## config.mk

```make
export PLATFORM = sky130hd
export DESIGN_NAME = rv32i_fetch_unit_flat
export DESIGN_NICKNAME = d
export VERILOG_FILES = /design/src/rtl/rv32i_fetch_unit_if.sv /design/src/rtl/rv32i_fetch_unit.sv /design/src/flat_wrapper.sv
export SDC_FILE = /design/constraint.sdc
export NUM_CORES = 1
export LEC_CHECK = 0
export ABC_CLOCK_PERIOD_IN_PS = 6600
export CELL_PAD_IN_SITES_DETAIL_PLACEMENT = 0
export CELL_PAD_IN_SITES_GLOBAL_PLACEMENT = 1
export CORE_AREA = 2 2 160 162
export DETAILED_ROUTE_END_ITERATION = 10
export DIE_AREA = 0 0 162 164
export HOLD_SLACK_MARGIN = 0.03
export PLACE_DENSITY = 0.73
export RECOVER_POWER = 100
export SETUP_SLACK_MARGIN = 0.2
export SYNTH_ARGS = -nofsm -noshare
export SYNTH_HDL_FRONTEND = slang
export SYNTH_SLANG_ARGS = --single-unit
```

## constraint.sdc

```tcl
create_clock -name clk -period 6.6 [get_ports clk]
set_input_delay 0.99 -clock clk [delete_from_list [all_inputs] [get_ports clk]]
set_output_delay 0.99 -clock clk [all_outputs]
set_load 0.02 [all_outputs]
```

## src/rtl/rv32i_fetch_unit_if.sv

```systemverilog
// Fetch-unit bus bundle: instruction-memory request/response, redirect and
// the instruction handoff to the core.
interface rv32i_fetch_unit_if;
  logic        imem_req_valid;
  logic        imem_req_ready;
  logic [31:0] imem_req_addr;
  logic        imem_rsp_valid;
  logic [31:0] imem_rsp_data;
  logic        redirect_valid;
  logic [31:0] redirect_pc;
  logic        instr_valid;
  logic        instr_ready;
  logic [31:0] instr;
  logic [31:0] instr_pc;

  modport master (
    output imem_req_valid, imem_req_addr, instr_valid, instr, instr_pc,
    input  imem_req_ready, imem_rsp_valid, imem_rsp_data,
           redirect_valid, redirect_pc, instr_ready
  );

  modport slave (
    input  imem_req_valid, imem_req_addr, instr_valid, instr, instr_pc,
    output imem_req_ready, imem_rsp_valid, imem_rsp_data,
           redirect_valid, redirect_pc, instr_ready
  );
endinterface

```

## src/rtl/rv32i_fetch_unit.sv

```systemverilog
// RV32I instruction fetch: credit-limited sequential requests, in-order
// prefetch FIFO of {pc, instr}, and redirect flush with stale-response drop.
module rv32i_fetch_unit #(
  parameter logic [31:0] RESET_PC   = 32'h0000_0000,
  parameter int          FIFO_DEPTH = 2
) (
  input  logic                  clk,
  input  logic                  rst,
  rv32i_fetch_unit_if.master    bus
);

  localparam int AW = $clog2(FIFO_DEPTH);
  localparam int CW = AW + 1;
  localparam int SW = CW + 1;

  logic          r_req_valid;
  logic [31:0]   r_req_addr;
  logic [31:0]   r_fetch_pc;
  logic [31:0]   r_rsp_pc;
  logic [CW-1:0] r_outstanding;
  logic [CW-1:0] r_discard;
  logic [CW-1:0] r_count;
  logic [AW-1:0] r_wr_ptr;
  logic [AW-1:0] r_rd_ptr;
  logic [31:0]   r_fifo_pc  [FIFO_DEPTH];
  logic [31:0]   r_fifo_ins [FIFO_DEPTH];

  logic          w_accept;
  logic          w_held;
  logic          w_rsp;
  logic          w_push;
  logic          w_pop;
  logic [CW-1:0] w_out_next;
  logic [CW-1:0] w_cnt_next;
  logic [SW-1:0] w_need;
  logic          w_load;
  logic [31:0]   w_redir_pc;
  logic [31:0]   w_load_pc;

  assign w_accept   = r_req_valid & bus.imem_req_ready;
  assign w_held     = r_req_valid & ~bus.imem_req_ready;
  // A response with nothing tracked is a protocol violation and is ignored.
  assign w_rsp      = bus.imem_rsp_valid & (r_outstanding != '0);
  assign w_push     = w_rsp & (r_discard == '0) & ~bus.redirect_valid;
  assign w_pop      = (r_count != '0) & bus.instr_ready & ~bus.redirect_valid;
  assign w_out_next = r_outstanding + CW'(w_accept) - CW'(w_rsp);
  assign w_cnt_next = bus.redirect_valid ? '0
                    : r_count + CW'(w_push) - CW'(w_pop);
  assign w_redir_pc = bus.redirect_pc & 32'hFFFF_FFFC;

  // Credit is judged on next-cycle occupancy so every response owns a slot.
  assign w_need     = SW'(w_cnt_next) + SW'(w_out_next);
  assign w_load     = ~w_held & (w_need < SW'(FIFO_DEPTH));
  assign w_load_pc  = bus.redirect_valid ? w_redir_pc : r_fetch_pc;

  always_ff @(posedge clk or negedge rst) begin
    if (!rst) begin
      r_req_valid   <= 1'b0;
      r_req_addr    <= RESET_PC;
      r_fetch_pc    <= RESET_PC;
      r_rsp_pc      <= RESET_PC;
      r_outstanding <= '0;
      r_discard     <= '0;
      r_count       <= '0;
      r_wr_ptr      <= '0;
      r_rd_ptr      <= '0;
    end else begin
      r_outstanding <= w_out_next;
      r_count       <= w_cnt_next;

      if (w_load) begin
        r_req_valid <= 1'b1;
        r_req_addr  <= w_load_pc;
        r_fetch_pc  <= w_load_pc + 32'd4;
      end else begin
        if (w_accept) r_req_valid <= 1'b0;
        if (bus.redirect_valid) r_fetch_pc <= w_redir_pc;
      end

      // Everything still owed to the old stream, including a held request.
      if (bus.redirect_valid) begin
        r_discard <= w_out_next + CW'(w_held);
      end else if (w_rsp && r_discard != '0) begin
        r_discard <= r_discard - CW'(1);
      end

      if (bus.redirect_valid) begin
        r_rsp_pc <= w_redir_pc;
        r_wr_ptr <= '0;
        r_rd_ptr <= '0;
      end else begin
        if (w_push) begin
          r_rsp_pc <= r_rsp_pc + 32'd4;
          r_wr_ptr <= r_wr_ptr + AW'(1);
        end
        if (w_pop) r_rd_ptr <= r_rd_ptr + AW'(1);
      end
    end
  end

  always_ff @(posedge clk) begin
    if (w_push) begin
      r_fifo_pc[r_wr_ptr]  <= r_rsp_pc;
      r_fifo_ins[r_wr_ptr] <= bus.imem_rsp_data;
    end
  end

  assign bus.imem_req_valid = r_req_valid;
  assign bus.imem_req_addr  = r_req_addr;
  assign bus.instr_valid    = (r_count != '0);
  assign bus.instr          = (r_count != '0) ? r_fifo_ins[r_rd_ptr] : 32'h0;
  assign bus.instr_pc       = (r_count != '0) ? r_fifo_pc[r_rd_ptr]  : 32'h0;

endmodule

```

## src/flat_wrapper.sv

```systemverilog
// flat-port wrapper written by rule: the top's interface ports become plain ports
module rv32i_fetch_unit_flat 
#(
  parameter logic [31:0] RESET_PC   = 32'h0000_0000,
  parameter int          FIFO_DEPTH = 2
)
  (clk, rst, bus_imem_req_valid, bus_imem_req_addr, bus_instr_valid, bus_instr, bus_instr_pc, bus_imem_req_ready, bus_imem_rsp_valid, bus_imem_rsp_data, bus_redirect_valid, bus_redirect_pc, bus_instr_ready);
  rv32i_fetch_unit_if bus_i ();
  input  logic clk;
  input  logic rst;
  output wire logic [$bits(bus_i.imem_req_valid)-1:0] bus_imem_req_valid;
  output wire logic [$bits(bus_i.imem_req_addr)-1:0] bus_imem_req_addr;
  output wire logic [$bits(bus_i.instr_valid)-1:0] bus_instr_valid;
  output wire logic [$bits(bus_i.instr)-1:0] bus_instr;
  output wire logic [$bits(bus_i.instr_pc)-1:0] bus_instr_pc;
  input wire logic [$bits(bus_i.imem_req_ready)-1:0] bus_imem_req_ready;
  input wire logic [$bits(bus_i.imem_rsp_valid)-1:0] bus_imem_rsp_valid;
  input wire logic [$bits(bus_i.imem_rsp_data)-1:0] bus_imem_rsp_data;
  input wire logic [$bits(bus_i.redirect_valid)-1:0] bus_redirect_valid;
  input wire logic [$bits(bus_i.redirect_pc)-1:0] bus_redirect_pc;
  input wire logic [$bits(bus_i.instr_ready)-1:0] bus_instr_ready;
  assign bus_imem_req_valid = bus_i.imem_req_valid;
  assign bus_imem_req_addr = bus_i.imem_req_addr;
  assign bus_instr_valid = bus_i.instr_valid;
  assign bus_instr = bus_i.instr;
  assign bus_instr_pc = bus_i.instr_pc;
  assign bus_i.imem_req_ready = bus_imem_req_ready;
  assign bus_i.imem_rsp_valid = bus_imem_rsp_valid;
  assign bus_i.imem_rsp_data = bus_imem_rsp_data;
  assign bus_i.redirect_valid = bus_redirect_valid;
  assign bus_i.redirect_pc = bus_redirect_pc;
  assign bus_i.instr_ready = bus_instr_ready;
  rv32i_fetch_unit #(.RESET_PC(RESET_PC), .FIFO_DEPTH(FIFO_DEPTH)) u_core (.clk(clk), .rst(rst), .bus(bus_i));
endmodule
```

* After elaboration in Yosys (flattened, before gate mapping)
Memory sizes are Yosys's and may differ from the RTL's.
Cells that the tools add are included.
** Storage, ports and cells
- Register bits :: 105
- Memory bits (writable) :: 128
- Input port bits :: 70
- Output and inout port bits :: 98
- Logic and storage cells :: 60
- Memories :: 2
** Cells by class
- $add $sub $neg :: 11
- $lt $le $gt $ge :: 1
- Muxes and demuxes :: 17
- Bitwise operators :: 11
- Reductions and logical operators :: 9
** Memory list
- u_core.r_fifo_ins :: depth 2, width 32, read ports 1, clocked after Yosys merged registers in 0, wr ports 1, RTL line rv32i_fetch_unit.sv:26 : logic [31:0] r_fifo_ins [FIFO_DEPTH];
- u_core.r_fifo_pc :: depth 2, width 32, read ports 1, clocked after Yosys merged registers in 0, wr ports 1, RTL line rv32i_fetch_unit.sv:25 : logic [31:0] r_fifo_pc [FIFO_DEPTH];
** Operators by type and width (number)
- $mux W32 :: 6
- $add A32 B3 Y32 const B :: 2
- $reduce_bool A2 Y1 :: 7
- $and A1 B1 Y1 :: 8
- $mux W1 :: 8
- $add A2 B1 Y2 :: 3
- $mux W2 :: 3
- $sub A2 B1 Y2 :: 2
- $add A2 B2 Y3 :: 1
- $lt A3 B2 Y1 const B :: 1
- $not A1 Y1 :: 3
- $add A1 B1 Y1 const B :: 2
- $logic_not A2 Y1 :: 1
- $sub A2 B1 Y2 const B :: 1
- $logic_and A1 B1 Y1 :: 1

* Depth between registers and ports, before layout
Gate-level depths: netlist (run 1).
- Depth after elaboration :: 11
- Depth in mapped cells :: 18

* Least setup slack after synthesis (run 1)
No wires, ideal clock.
- Path type :: in2reg
- Start point :: input port bus_redirect_valid
- End point :: memory u_core.r_fifo_ins[0][0] (enable)
- Library setup time :: 0.559 ns
- Arrival :: 6.257 ns
- Slack :: -0.215 ns
- Cell stages on the path :: 7
- Path buffers :: 6
- Cells stage by stage :: buf_2 -> buf_4 -> buf_2 -> buf_2 -> buf_2 -> buf_1 -> nor3_1
** Between the ends
- Word-level cells in the longest chain between the ends :: 4
** RTL lines
- start: declaration :: RTL line flat_wrapper.sv:19 : input wire logic [$bits(bus_i.redirect_valid)-1:0] bus_redirect_valid;
- $not A1 Y1 :: RTL line rv32i_fetch_unit.sv:44 : assign w_push = w_rsp & (r_discard == '0) & ~bus.redirect_valid;
- $and A1 B1 Y1 :: RTL line rv32i_fetch_unit.sv:44
- $mux W1 :: RTL line rv32i_fetch_unit.sv:102 : if (w_push) begin
- $mux W1 (not written as such) :: RTL line rv32i_fetch_unit.sv:104 : r_fifo_ins[r_wr_ptr] <= bus.imem_rsp_data;
- end: declaration :: RTL line rv32i_fetch_unit.sv:26
Every way passes these cells.

* Worst setup path after layout (run 1)
- Start point :: input port bus_imem_rsp_valid
- End point :: register u_core.r_fetch_pc[30]
** Between the ends
- Word-level cells in the longest chain between the ends :: 10
- Elaborated cells on any way between the ends :: 11
** RTL lines
- start: declaration :: RTL line flat_wrapper.sv:17 : input wire logic [$bits(bus_i.imem_rsp_valid)-1:0] bus_imem_rsp_valid;
- $and A1 B1 Y1 :: RTL line rv32i_fetch_unit.sv:43 : assign w_rsp = bus.imem_rsp_valid & (r_outstanding != '0);
- $and A1 B1 Y1 (2 in series) :: RTL line rv32i_fetch_unit.sv:44
- $add A2 B1 Y2 :: RTL line rv32i_fetch_unit.sv:48 : : r_count + CW'(w_push) - CW'(w_pop);
- $sub A2 B1 Y2 :: RTL line rv32i_fetch_unit.sv:48
- $mux W2 :: RTL line rv32i_fetch_unit.sv:47 : assign w_cnt_next = bus.redirect_valid ? '0
- via u_core.w_cnt_next[0] :: RTL line rv32i_fetch_unit.sv:34 : logic [CW-1:0] w_cnt_next;
- $add A2 B2 Y3 :: RTL line rv32i_fetch_unit.sv:52 : assign w_need = SW'(w_cnt_next) + SW'(w_out_next);
- $lt A3 B2 Y1 :: RTL line rv32i_fetch_unit.sv:53 : assign w_load = ~w_held & (w_need < SW'(FIFO_DEPTH));
- $and A1 B1 Y1 :: RTL line rv32i_fetch_unit.sv:53
- $mux W32 :: RTL line rv32i_fetch_unit.sv:71 : if (w_load) begin
- end signal: assignment :: RTL line rv32i_fetch_unit.sv:74 : r_fetch_pc <= w_load_pc + 32'd4;
- end signal: assignment :: RTL line rv32i_fetch_unit.sv:77 : if (bus.redirect_valid) r_fetch_pc <= w_redir_pc;
- end: declaration :: RTL line rv32i_fetch_unit.sv:18 : logic [31:0] r_fetch_pc;
The timed path passes the listed nets, and every way through them passes these cells.
A chain may end at the register's enable or synchronous reset.

==> impl_table.tex, run 1 <==
\begin{tabular}{lr}
\hline
Metric & Value \\
\hline
\multicolumn{2}{l}{\textbf{Layout}} \\
Fraction of layout cells with a size suffix above 1 & 5.77\% \\
Final \#Nets & 1047 \\
Area overhead of the layout relative to synthesis & 27.6\% \\
Post-route core utilization & 51.3\% \\
ANT cells & 0 \\
Fillers & 2249 \\
\multicolumn{2}{l}{\textbf{Clock network}} \\
TritonCTS clock tree & built \\
H-tree lvl count & 1 \\
Latest clock arrival within the worst-skew pair & 0.53 ns \\
Resized Gates After CTS & 0 \\
Reg clk slew, reported paths & 0.06 ns \\
Deepest clock path buffer count & 3 \\
Number of buffers created by CTS & 26 \\
Number of hold-repair buffers added at the cts stage & 0 \\
Root buffer cell & sky130\_fd\_sc\_hd\_\_clkbuf\_16 \\
Setup Buffers After CTS & 0 \\
Sink Count & 227 \\
\multicolumn{2}{l}{\textbf{Detailed routing}} \\
Routed wl met3 & 1240 um \\
DRC errors left & 0 \\
Via count & 6529 \\
Routed via count divided by cell count & 4.95 \\
Overall routed net length & 22000 um \\
Wire length on met1 & 10800 um \\
Top Layer Used & met4 \\
Number of design-rule violations left by the first detailed-router iteration & 367 \\
Router iterations before antenna repair & 4 \\
Met2 Routed Length & 9510 um \\
Final antenna-violating net count & 0 \\
Routed length per instance & 16.7 um \\
\multicolumn{2}{l}{\textbf{STA}} \\
Summed negative setup slack over all endpoints & 0 ns \\
Time the final worst path needs with I/O delays and setup & 5.19 ns \\
Fin. max-slew vios & 274 \\
Clock Skews & 0.00896 ns \\
Number of endpoints failing setup at the final stage & 0 \\
Headroom to the max-slew limit & -139\% \\
Least setup slack across all paths after layout & 1.41 ns \\
RSZ-0062 raised after global routing & no \\
Final count of hold timing violations & 0 \\
Pin slew with the least headroom to its limit & 3.58 ns \\
Fraction of the cycle the final worst path needs & 78.6\% \\
Achievable Freq & 193 MHz \\
\multicolumn{2}{l}{\textbf{Worst setup path}} \\
Worst flop-to-flop path startpoint & u\_core.r\_count[1]\$\_DFF\_PN0\_ \\
Sequence of cells on the critical path & dlygate4sd3\_1 > o211ai\_1 > clkbuf\_1 > nor2\_1 > ha\_1 > nor2b\_1 > and2\_0 > fa\_1 > nor2\_1 > o2111ai\_1 > nor4b\_1 > nand4\_1 > xor2\_1 \\
Kind of cell adding the most delay to the critical path & simple AND/OR/NAND/NOR gates \\
Required time at the worst-slack endpoint & 7.00 ns \\
Top fanout value on the critical path & 11 \\
Slowest cell delay on critical path & 1.35 ns \\
Critical path launch point type & input pin \\
Launching element of the worst setup path & bus\_imem\_rsp\_valid \\
CP max stage cell & sky130\_fd\_sc\_hd\_\_nor4b\_1 \\
Count of buffering cells on the critical path with inverters included & 2 \\
CP Class & input pin to flip-flop \\
Arrival @ worst endpoint & 5.58 ns \\
Most frequent CP cell & sky130\_fd\_sc\_hd\_\_nor2\_1 \\
Critical path endpoint category & flip-flop \\
\multicolumn{2}{l}{\textbf{GRT}} \\
Total global routing track utilization & 16.5\% \\
Number of antenna violations at the first check in global routing & 0 \\
Via count of the first global-routing pass & 6420 \\
Pin count of the biggest net entering global routing & 78 \\
Global-route congestion overflow total & 0 \\
Global-route wire length before repair & 34700 um \\
\multicolumn{2}{l}{\textbf{Synthesis}} \\
Top\_reg\_cell synth & sky130\_fd\_sc\_hd\_\_edfxtp\_1 \\
Yosys Warn Count & 0 \\
Average cell area after synthesis & 12.4 sq um \\
Register area share after synthesis & 63.1\% \\
Synth cell types & 49 \\
Number of flops mapped to enable cells by yosys & 124 \\
Share of flip-flops with an asynchronous set or reset after synthesis & 45.4\% \\
Synthesized instance count & 806 \\
Seq cells post-synth & 227 \\
Area of the mapped netlist & 9980 sq um \\
\multicolumn{2}{l}{\textbf{Power}} \\
Leak pwr & 4.84 nW \\
Worst vdd ir & 0.359 mV \\
Final Power & 0.00458 W \\
PwrDens & 360 nW/um\^{}2 \\
\multicolumn{2}{l}{\textbf{Run}} \\
Max-cap violation count & 7 \\
\multicolumn{2}{l}{\textbf{Floorplanning}} \\
Vertical extent of the die & 164 um \\
Area of the core & 24800 sq um \\
Number of I/O pins & 168 \\
Placement row count & 58 \\
Die X & 162 um \\
Starting utilization of the core area & 40.2\% \\
Overall die area & 26600 sq um \\
\multicolumn{2}{l}{\textbf{Min path}} \\
Hold path startpoint & u\_core.bus.imem\_req\_addr[19]\$\_DFFE\_PN0P\_ \\
Worst hold path type & flip-flop to flip-flop \\
\multicolumn{2}{l}{\textbf{Outcome}} \\
Failing checks & capacitance limit, slew limit \\
Run status & finished, violations left \\
\multicolumn{2}{l}{\textbf{Place}} \\
Post-detailed-placement half-perimeter wirelength & 14800 um \\
RePlAce Congestion & 0.769 \\
I/O Buffers & 163 \\
Post-place setup slack & 1.69 ns \\
\hline
\end{tabular}
## routing by layer
| layer | vias to the layer above | global-route usage [%] |
|---|---|---|
| li1 | 3188 | - |
| met1 | 3123 | 24.3 |
| met2 | 184 | 25.5 |
| met3 | 34 | 2.93 |
| met4 | 0 | 3.86 |
| met5 | - | 0 |
## tightest hold or removal path, stage by stage (launching register included)
cell and delay [ns]:
sky130_fd_sc_hd__dfrtp_1 0.33, sky130_fd_sc_hd__nand2_1 0.05, sky130_fd_sc_hd__o21ai_0 0.06
## cell type report
cell class / instances / area [sq um] / area share [%]
clock buffer: 36 / 728 / 5.72
clock inverter: 12 / 124 / 0.973
inverter: 11 / 41.3 / 0.324
multi-input combinational: 528 / 3450 / 27.1
sequential: 227 / 6300 / 49.5
tap: 330 / 413 / 3.24
timing repair buffer: 174 / 1670 / 13.1
## layout by cell type, fill, tap and decap left out, types with 2 or more instances in the layout
master	n
sky130_fd_sc_hd__dfrtp_1	103
sky130_fd_sc_hd__clkbuf_8	4
sky130_fd_sc_hd__nand3_1	27
sky130_fd_sc_hd__xor2_1	44
sky130_fd_sc_hd__and4_1	2
sky130_fd_sc_hd__clkbuf_1	14
sky130_fd_sc_hd__nand2b_1	3
sky130_fd_sc_hd__o21ai_0	60
sky130_fd_sc_hd__nor4_1	3
sky130_fd_sc_hd__nor3_1	4
sky130_fd_sc_hd__bufinv_16	2
sky130_fd_sc_hd__ha_1	8
sky130_fd_sc_hd__mux2i_1	83
sky130_fd_sc_hd__edfxtp_1	124
sky130_fd_sc_hd__nand2_1	86
sky130_fd_sc_hd__a22o_1	2
sky130_fd_sc_hd__a32oi_1	3
sky130_fd_sc_hd__nor2b_1	14
sky130_fd_sc_hd__conb_1	2
sky130_fd_sc_hd__and2_0	3
sky130_fd_sc_hd__and3_1	3
sky130_fd_sc_hd__inv_1	11
sky130_fd_sc_hd__and2_1	3
sky130_fd_sc_hd__a22oi_1	2
sky130_fd_sc_hd__buf_4	3
sky130_fd_sc_hd__clkbuf_16	26
sky130_fd_sc_hd__nand4_1	19
sky130_fd_sc_hd__nor2_1	80
sky130_fd_sc_hd__clkinv_2	7
sky130_fd_sc_hd__nand3b_1	10
sky130_fd_sc_hd__a21o_1	2
sky130_fd_sc_hd__dlygate4sd3_1	126
sky130_fd_sc_hd__mux2_2	5
sky130_fd_sc_hd__clkbuf_2	2
sky130_fd_sc_hd__a21oi_1	12
sky130_fd_sc_hd__clkdlybuf4s50_1	35
sky130_fd_sc_hd__xnor2_1	22
sky130_fd_sc_hd__a32o_1	8
sky130_fd_sc_hd__nand4b_1	2
sky130_fd_sc_hd__nor3b_1	2
## final timing paths
kind / end / slack [ns] / cells after the start
worst max-delay path: u_core.r_fetch_pc[30]$_DFF_PN0_ / 1.41 / 13
worst min-delay path: u_core.bus.imem_req_addr[19]$_DFFE_PN0P_ / 0.48 / 2
worst max register to register: u_core.r_fetch_pc[30]$_DFF_PN0_ / 1.49 / 16
worst min register to register: u_core.bus.imem_req_addr[19]$_DFFE_PN0P_ / 0.48 / 2
max in group asynchronous: u_core.r_count[1]$_DFF_PN0_ / 2.83 / 2
min in group asynchronous: u_core.bus.imem_req_addr[21]$_DFFE_PN0P_ / 1.22 / 1
## sequential cells by signal, indices dropped and copies added, names as in the netlist
name                       count
u_core.r_fifo_pc              60
u_core.bus.imem_req_valid      1
u_core.r_rd_ptr                1
u_core.r_discard               2
u_core.r_count                 2
u_core.r_rsp_pc               30
u_core.r_outstanding           2
u_core.r_fifo_ins             64
u_core.bus.imem_req_addr      32
u_core.r_wr_ptr                1
u_core.r_fetch_pc             32
## synthesized netlist by cell type (all sizes together) (3+ instances only)
| cell | instances | area, sq um |
|---|---|---|
| buf | 20 | 98.8 |
| o21ai | 60 | 300 |
| ha | 8 | 100 |
| xor2 | 44 | 385 |
| nor3 | 5 | 25.0 |
| mux2 | 5 | 56.3 |
| nor2b | 14 | 87.6 |
| mux2i | 83 | 831 |
| nand3 | 27 | 135 |
| a21oi | 12 | 60.1 |
| a22oi | 3 | 27.5 |
| nor2 | 81 | 304 |
| a32oi | 3 | 26.3 |
| inv | 11 | 41.3 |
| nand4 | 19 | 125 |
| xnor2 | 22 | 193 |
| dfrtp | 103 | 2580 |
| and2 | 6 | 37.5 |
| and3 | 3 | 18.8 |
| a32o | 8 | 80.1 |
| nand2 | 86 | 323 |
| nor4 | 3 | 25.0 |
| clkbuf | 21 | 78.8 |
| nand3b | 10 | 75.1 |
| edfxtp | 124 | 3720 |
| nand2b | 3 | 18.8 |
## power by group
group          switching, W  internal [W]  leakage (nW)
Clock              0.000553      0.000849         0.424
Combinational      0.000798      0.000526          2.03
Sequential         0.000128       0.00173          2.38
Total               0.00148       0.00310          4.84
## logic make-up (layout without fill, tap and decap cells)
kind of cell / after synthesis / after routing / share of synthesized area, %
flip-flops: 227 / 227 / 63.1
AO/OA/AOI/OAI: 94 / 94 / 5.79
other: 1 / 2 / 0.0376
adder cells (fa/ha/maj): 9 / 9 / 1.20
AND/OR/NAND/NOR: 269 / 269 / 13.0
buffers and inverters: 52 / 233 / 2.19
XOR/XNOR: 66 / 66 / 5.79
multiplexers: 88 / 88 / 8.89
## stage by stage
stage | instances | hold WS [ns] | area, sq um
after global routing | 1318 | 0.491 | 12700
final | 1318 | 0.475 | 12700
after global placement | 1270 | 0.466 | 12000
after CTS | 1318 | 0.470 | 12800
after floorplan | 807 | 0.462 | 9990
after detailed placement | 1270 | 0.469 | 12000
No activity file was read; power rests on OpenSTA's default activity.
==> run 2, diff against run 1 <==
- ABC_CLOCK_PERIOD_IN_PS: 6600 -> 4800
- clock period: 6.6 -> 4.8 ns (I/O delays scaled with it)
==> impl_table.tex, run 2 (synthesized netlist as in run 1, its figures left out) <==
\begin{tabular}{lr}
\hline
Metric & Value \\
\hline
\multicolumn{2}{l}{\textbf{STA}} \\
Summed negative setup slack over all endpoints & 0 ns (unchanged) \\
Fin. max-slew vios & 163 (-41\%) \\
Headroom to the max-slew limit & -49.1\% (+90 points) \\
Final count of hold timing violations & 0 (unchanged) \\
Time the final worst path needs with I/O delays and setup & 4.14 ns \\
Number of endpoints failing setup at the final stage & 0 (unchanged) \\
Fraction of the cycle the final worst path needs & 86.2\% \\
Worst hold slack & 0.312 ns (-0.163 ns) \\
Clock Skews & 0.00699 ns (-0.00197 ns) \\
Achievable Freq & 242 MHz \\
Pin slew with the least headroom to its limit & 2.24 ns (-1.34 ns) \\
RSZ-0062 raised after global routing & no \\
\multicolumn{2}{l}{\textbf{Worst setup path}} \\
Slack of the worst reg-to-reg path & 0.92 ns (-0.57 ns) \\
Critical path launch point type & flip-flop \\
CP Class & flip-flop to primary output \\
Arrival @ worst endpoint & 3.42 ns (-2.16 ns) \\
Critical path endpoint category & primary output \\
Top fanout value on the critical path & 29 (+18) \\
Kind of cell adding the most delay to the critical path & flip-flops \\
Count of buffering cells on the critical path with inverters included & 2 (unchanged) \\
CP max stage cell & sky130\_fd\_sc\_hd\_\_dfrtp\_1 \\
Slowest cell delay on critical path & 1.40 ns (+0.05 ns) \\
Sequence of cells on the critical path & buf\_4 > mux2i\_1 > nor2\_1 > dlygate4sd3\_1 \\
Required time at the worst-slack endpoint & 4.08 ns (-2.92 ns) \\
\multicolumn{2}{l}{\textbf{Layout}} \\
Final \#Nets & 1050 (+0.29\%) \\
ANT cells & 0 (unchanged) \\
Flip-flop count of the largest register, all copies and words added & 64 (unchanged) \\
Fillers & 2229 (-0.89\%) \\
Biggest regs & u\_core.r\_fifo\_ins: 64 flops, u\_core.r\_fifo\_pc: 60 flops \\
Register name with the most flops & u\_core.r\_fifo\_ins \\
Most frequent standard cell in the layout excluding fill and tap cells & sky130\_fd\_sc\_hd\_\_dlygate4sd3\_1 \\
Fraction of layout cells with a size suffix above 1 & 5.86\% (+0.095 points) \\
Highest-count cells in the layout ignoring fill and taps & sky130\_fd\_sc\_hd\_\_dlygate4sd3\_1, sky130\_fd\_sc\_hd\_\_edfxtp\_1, sky130\_fd\_sc\_hd\_\_dfrtp\_1, sky130\_fd\_sc\_hd\_\_nand2\_1, sky130\_fd\_sc\_hd\_\_mux2i\_1 \\
Area overhead of the layout relative to synthesis & 27.5\% \\
\multicolumn{2}{l}{\textbf{Detailed routing}} \\
Via count & 6488 (-0.63\%) \\
Routed wl met3 & 1430 um (+16\%) \\
DRC errors left & 0 (unchanged) \\
Wire length on met1 & 11000 um (+1.4\%) \\
Routed length per instance & 16.5 um (-0.91\%) \\
Overall routed net length & 21800 um (-0.83\%) \\
Routed via count divided by cell count & 4.92 (-0.70\%) \\
Router iterations before antenna repair & 4 (unchanged) \\
Number of design-rule violations left by the first detailed-router iteration & 249 (-32\%) \\
Final antenna-violating net count & 0 (unchanged) \\
Met2 Routed Length & 9050 um (-4.8\%) \\
Top Layer Used & met4 \\
\multicolumn{2}{l}{\textbf{Floorplanning}} \\
Area of the core & 24800 sq um (unchanged) \\
Placement row count & 58 (unchanged) \\
Die X & 162 um (unchanged) \\
Starting utilization of the core area & 40.2\% (unchanged) \\
Overall die area & 26600 sq um (unchanged) \\
Vertical extent of the die & 164 um (unchanged) \\
Number of I/O pins & 168 (unchanged) \\
\multicolumn{2}{l}{\textbf{Clock network}} \\
Number of buffers created by CTS & 25 (-3.8\%) \\
Latest clock arrival within the worst-skew pair & 0.51 ns (-0.02 ns) \\
Reg clk slew, reported paths & 0.06 ns (about the same) \\
Sink Count & 227 (unchanged) \\
H-tree lvl count & 1 (unchanged) \\
Resized Gates After CTS & 0 (unchanged) \\
TritonCTS clock tree & built \\
Setup Buffers After CTS & 0 (unchanged) \\
Deepest clock path buffer count & 3 (unchanged) \\
Root buffer cell & sky130\_fd\_sc\_hd\_\_clkbuf\_16 \\
Number of hold-repair buffers added at the cts stage & 0 (unchanged) \\
\multicolumn{2}{l}{\textbf{Outcome}} \\
Failing checks & capacitance limit, slew limit \\
Run status & finished, violations left \\
\multicolumn{2}{l}{\textbf{Run}} \\
Max-cap violation count & 4 (-3) \\
\multicolumn{2}{l}{\textbf{Power}} \\
Worst vdd ir & 0.283 mV (-21\%) \\
PwrDens & 488 nW/um\^{}2 (+36\%) \\
Leak pwr & 4.85 nW (+0.22\%) \\
\multicolumn{2}{l}{\textbf{Min path}} \\
Worst hold path type & input pin to async pin \\
\multicolumn{2}{l}{\textbf{GRT}} \\
Pin count of the biggest net entering global routing & 69 (-12\%) \\
Number of antenna violations at the first check in global routing & 0 (unchanged) \\
Global-route congestion overflow total & 0 (unchanged) \\
Global-route wire length before repair & 34700 um (+0.14\%) \\
Total global routing track utilization & 16.4\% (-0.097 points) \\
Via count of the first global-routing pass & 6309 (-1.7\%) \\
\multicolumn{2}{l}{\textbf{Place}} \\
Post-detailed-placement half-perimeter wirelength & 14500 um (-1.9\%) \\
I/O Buffers & 163 (unchanged) \\
RePlAce Congestion & 0.780 (+1.4\%) \\
\hline
\end{tabular}
## run 2: cell type report
type	count	area [sq um]	share of cell area, %
sequential	227	6300	49.5
multi-input combinational	528	3470	27.3
timing repair buffer	178	1710	13.4
clock buffer	32	652	5.12
tap	330	413	3.25
clock inverter	13	140	1.10
inverter	11	41.3	0.325
## run 2: metrics by stage
step | utilization (%) | cell area [sq um] | power, W | setup slack (ns) | instances
after global routing | 51.3 | 12700 | 0.00659 | 0.420 | 1319
final | 51.3 | 12700 | 0.00621 | 0.665 | 1319
after global placement | 48.3 | 12000 | 0.00450 | 0.398 | 1274
after CTS | 51.5 | 12800 | 0.00641 | 0.874 | 1319
after floorplan | - | 10000 | 0.00373 | 0.228 | 807
after detailed placement | 48.3 | 12000 | 0.00453 | 0.351 | 1274
## run 2: worst register-to-register path: stages (launching register included)
cell,delay [ns]
sky130_fd_sc_hd__dfrtp_1,0.40
sky130_fd_sc_hd__o21ai_0,0.23
sky130_fd_sc_hd__inv_1,0.09
sky130_fd_sc_hd__ha_1,0.28
sky130_fd_sc_hd__inv_1,0.04
sky130_fd_sc_hd__ha_1,0.19
sky130_fd_sc_hd__xnor2_1,0.13
sky130_fd_sc_hd__xnor2_1,0.34
sky130_fd_sc_hd__fa_1,0.51
sky130_fd_sc_hd__or2_2,0.36
sky130_fd_sc_hd__a2111oi_4,0.32
sky130_fd_sc_hd__nand4_1,0.36
sky130_fd_sc_hd__nor4_1,0.41
sky130_fd_sc_hd__xnor2_1,0.15
## run 2: metal layers
metal	up-vias	global-route usage, %
li1	3199	-
met1	3076	24.9
met2	182	24.2
met3	31	3.31
met4	0	3.54
met5	-	0
## run 2: report_power, final
part	total (W)	internal, W	switching (W)
Sequential	0.00255	0.00237	0.000178
Clock	0.00186	0.00112	0.000739
Combinational	0.00181	0.000725	0.00108
Total	0.00621	0.00421	0.00200
## run 2: path summary, 6_finish.rpt
path,from,to,depth (start not counted)
worst max-delay path,u_core.r_rd_ptr$_DFFE_PN0P_,bus_instr[5],4
worst min-delay path,rst,u_core.bus.imem_req_addr[23]$_DFFE_PN0P_,1
worst max register to register,u_core.r_outstanding[1]$_DFF_PN0_,u_core.r_fetch_pc[31]$_DFF_PN0_,13
worst min register to register,u_core.bus.imem_req_addr[19]$_DFFE_PN0P_,u_core.bus.imem_req_addr[19]$_DFFE_PN0P_,2
max in group asynchronous,rst,u_core.r_fetch_pc[10]$_DFF_PN0_,2
min in group clk,u_core.bus.imem_req_addr[19]$_DFFE_PN0P_,u_core.bus.imem_req_addr[19]$_DFFE_PN0P_,2
==> run 3, diff against run 2 <==
- PLACE_DENSITY: 0.73 -> not set
- PLACE_DENSITY_LB_ADDON: not set -> 0.1
==> impl_table.tex, run 3 (synthesized netlist as in run 1, its figures left out) <==
\begin{tabular}{lr}
\hline
Metric & Value \\
\hline
\multicolumn{2}{l}{\textbf{Worst setup path}} \\
Arrival @ worst endpoint & 4.61 ns (+1.19 ns) \\
CP Class & input pin to flip-flop \\
Critical path launch point type & input pin \\
Required time at the worst-slack endpoint & 5.18 ns (+1.10 ns) \\
Worst flop-to-flop path startpoint & u\_core.r\_outstanding[1]\$\_DFF\_PN0\_ \\
Top fanout value on the critical path & 7 (-76\%) \\
Count of buffering cells on the critical path with inverters included & 3 (+1) \\
CP max stage cell & sky130\_fd\_sc\_hd\_\_nor4b\_2 \\
Kind of cell adding the most delay to the critical path & simple AND/OR/NAND/NOR gates \\
Worst path depth & 14 (+10) \\
Count of cells along the worst register-to-register path & 13 (unchanged) \\
Critical path endpoint category & flip-flop \\
Sequence of cells on the critical path & dlygate4sd3\_1 > o21ai\_0 > inv\_1 > ha\_1 > inv\_1 > ha\_1 > xnor2\_1 > xnor2\_1 > fa\_1 > nor2\_1 > o2111ai\_1 > nor4b\_2 > nand3\_1 > xor2\_1 \\
Launching element of the worst setup path & bus\_imem\_rsp\_valid \\
Slowest cell delay on critical path & 0.81 ns (-0.59 ns) \\
\multicolumn{2}{l}{\textbf{Run}} \\
Max-cap violation count & 4 (unchanged) \\
\multicolumn{2}{l}{\textbf{Detailed routing}} \\
DRC errors left & 0 (unchanged) \\
Number of design-rule violations left by the first detailed-router iteration & 362 (+45\%) \\
Routed length per instance & 16.8 um (+1.4\%) \\
Router iterations before antenna repair & 4 (unchanged) \\
Overall routed net length & 22100 um (+1.2\%) \\
Routed via count divided by cell count & 4.94 (+0.44\%) \\
Via count & 6502 (+0.22\%) \\
Final antenna-violating net count & 0 (unchanged) \\
\multicolumn{2}{l}{\textbf{STA}} \\
Summed negative setup slack over all endpoints & 0 ns (unchanged) \\
Achievable Freq & 236 MHz (-2.4\%) \\
RSZ-0062 raised after global routing & no \\
Least setup slack across all paths after layout & 0.563 ns (-0.101 ns) \\
Time the final worst path needs with I/O delays and setup & 4.24 ns (+0.101 ns) \\
Final count of hold timing violations & 0 (unchanged) \\
Fin. max-slew vios & 215 (+32\%) \\
Fraction of the cycle the final worst path needs & 88.3\% (+2.1 points) \\
Pin slew with the least headroom to its limit & 3.02 ns (+0.780 ns) \\
Number of endpoints failing setup at the final stage & 0 (unchanged) \\
Headroom to the max-slew limit & -101\% (-52 points) \\
Clock Skews & 0.0159 ns (+0.00890 ns) \\
\multicolumn{2}{l}{\textbf{Layout}} \\
Flip-flop count of the largest register, all copies and words added & 64 (unchanged) \\
Most frequent standard cell in the layout excluding fill and tap cells & sky130\_fd\_sc\_hd\_\_dlygate4sd3\_1 \\
ANT cells & 0 (unchanged) \\
Biggest regs & u\_core.r\_fifo\_ins: 64 flops, u\_core.r\_fifo\_pc: 60 flops \\
Final \#Nets & 1048 (-0.19\%) \\
Area overhead of the layout relative to synthesis & 27.8\% \\
Fillers & 2215 (-0.63\%) \\
Sequential cell area & 6300 sq um (about the same) \\
Fraction of layout cells with a size suffix above 1 & 5.88\% (+0.018 points) \\
Register name with the most flops & u\_core.r\_fifo\_ins \\
Highest-count cells in the layout ignoring fill and taps & sky130\_fd\_sc\_hd\_\_dlygate4sd3\_1, sky130\_fd\_sc\_hd\_\_edfxtp\_1, sky130\_fd\_sc\_hd\_\_dfrtp\_1, sky130\_fd\_sc\_hd\_\_nand2\_1, sky130\_fd\_sc\_hd\_\_mux2i\_1 \\
Area used by multi-input combinational logic & 3460 sq um (-0.25\%) \\
\multicolumn{2}{l}{\textbf{Clock network}} \\
Resized Gates After CTS & 0 (unchanged) \\
Number of buffers created by CTS & 25 (unchanged) \\
Setup Buffers After CTS & 0 (unchanged) \\
TritonCTS clock tree & built \\
Deepest clock path buffer count & 3 (unchanged) \\
H-tree lvl count & 1 (unchanged) \\
Root buffer cell & sky130\_fd\_sc\_hd\_\_clkbuf\_16 \\
Number of hold-repair buffers added at the cts stage & 0 (unchanged) \\
Latest clock arrival within the worst-skew pair & 0.51 ns (about the same) \\
Reg clk slew, reported paths & 0.06 ns (about the same) \\
Sink Count & 227 (unchanged) \\
\multicolumn{2}{l}{\textbf{Place}} \\
I/O Buffers & 163 (unchanged) \\
Post-detailed-placement half-perimeter wirelength & 15000 um (+3.6\%) \\
Post-place setup slack & 0.371 ns (+0.0206 ns) \\
RePlAce Congestion & 0.782 (+0.35\%) \\
\multicolumn{2}{l}{\textbf{Floorplanning}} \\
Area of the core & 24800 sq um (unchanged) \\
Vertical extent of the die & 164 um (unchanged) \\
Number of I/O pins & 168 (unchanged) \\
Placement row count & 58 (unchanged) \\
Starting utilization of the core area & 40.2\% (unchanged) \\
Overall die area & 26600 sq um (unchanged) \\
Die X & 162 um (unchanged) \\
\multicolumn{2}{l}{\textbf{GRT}} \\
Via count of the first global-routing pass & 6665 (+5.6\%) \\
Global-route wire length before repair & 35800 um (+3.1\%) \\
Number of antenna violations at the first check in global routing & 0 (unchanged) \\
Global-route congestion overflow total & 0 (unchanged) \\
Pin count of the biggest net entering global routing & 82 (+19\%) \\
Total global routing track utilization & 16.7\% (+0.34 points) \\
\multicolumn{2}{l}{\textbf{Min path}} \\
Worst hold path type & flip-flop to flip-flop \\
Hold path startpoint & u\_core.bus.imem\_req\_addr[15]\$\_DFFE\_PN0P\_ \\
Cell count of the worst hold path & 2 \\
\multicolumn{2}{l}{\textbf{Power}} \\
Leak pwr & 4.85 nW (about the same) \\
Worst vdd ir & 0.313 mV (+11\%) \\
PwrDens & 496 nW/um\^{}2 (+1.6\%) \\
\multicolumn{2}{l}{\textbf{Outcome}} \\
Run status & finished, violations left \\
Failing checks & capacitance limit, slew limit \\
\hline
\end{tabular}
## run 3: changes by cell type in the layout (fill, tap and decap cells not counted), moves of 2 or more
cell                              delta
sky130_fd_sc_hd__buf_4               -3
sky130_fd_sc_hd__clkbuf_4            +2
sky130_fd_sc_hd__clkinv_2            -4
sky130_fd_sc_hd__dlygate4sd3_1       +2
sky130_fd_sc_hd__clkdlybuf4s50_1     -2
## run 3: power by group
part	total, W	switching, W	internal [W]
registers	0.00258	0.000208	0.00237
clock network	0.00197	0.000736	0.00123
logic	0.00179	0.00107	0.000719
total	0.00633	0.00201	0.00432
## run 3: worst paths after layout
kind / end / slack [ns]
setup / recovery: u_core.r_fetch_pc[26]$_DFF_PN0_ / 0.56
hold / removal: u_core.bus.imem_req_addr[15]$_DFFE_PN0P_ / 0.48
setup reg to reg: u_core.r_fetch_pc[26]$_DFF_PN0_ / 0.81
hold reg to reg: u_core.bus.imem_req_addr[15]$_DFFE_PN0P_ / 0.48
max in group asynchronous: u_core.r_rsp_pc[22]$_DFFE_PN0N_ / 1.27
min in group asynchronous: u_core.bus.imem_req_addr[26]$_DFFE_PN0P_ / 0.96
## run 3: worst min-delay path: stages (launching register included)
cell	delay, ns
sky130_fd_sc_hd__dfrtp_1	0.34
sky130_fd_sc_hd__nand2_1	0.04
sky130_fd_sc_hd__o21ai_0	0.06
## run 3: per-stage QoR
stage	cell area (sq um)	power [W]	utilization, %	instances	hold WS (ns)
floorplan	10000	0.00373	-	807	0.424
global placement	12000	0.00448	48.2	1272	0.464
detailed placement	12000	0.00454	48.2	1272	0.466
CTS	12800	0.00653	51.6	1316	0.226
global route	12800	0.00672	51.4	1316	0.508
finish	12800	0.00633	51.4	1316	0.475
## run 3: routing by layer
metal / wire (um) / part of all wire (%) / track usage (%)
met5: 0 / 0 / 0
met3: 1340 / 6.1 / 3.41
met1: 10500 / 48 / 24.0
met4: 232 / 1.1 / 3.06
met2: 9960 / 45 / 26.7
## run 3: cell type report
| cell class | count | share of cell area (%) |
|---|---|---|
| Clock buffer | 34 | 5.47 |
| Sequential cell | 227 | 49.4 |
| Inverter | 11 | 0.324 |
| Tap cell | 330 | 3.24 |
| Clock inverter | 10 | 1.20 |
| Timing Repair Buffer | 176 | 13.2 |
| Multi-Input combinational cell | 528 | 27.1 |
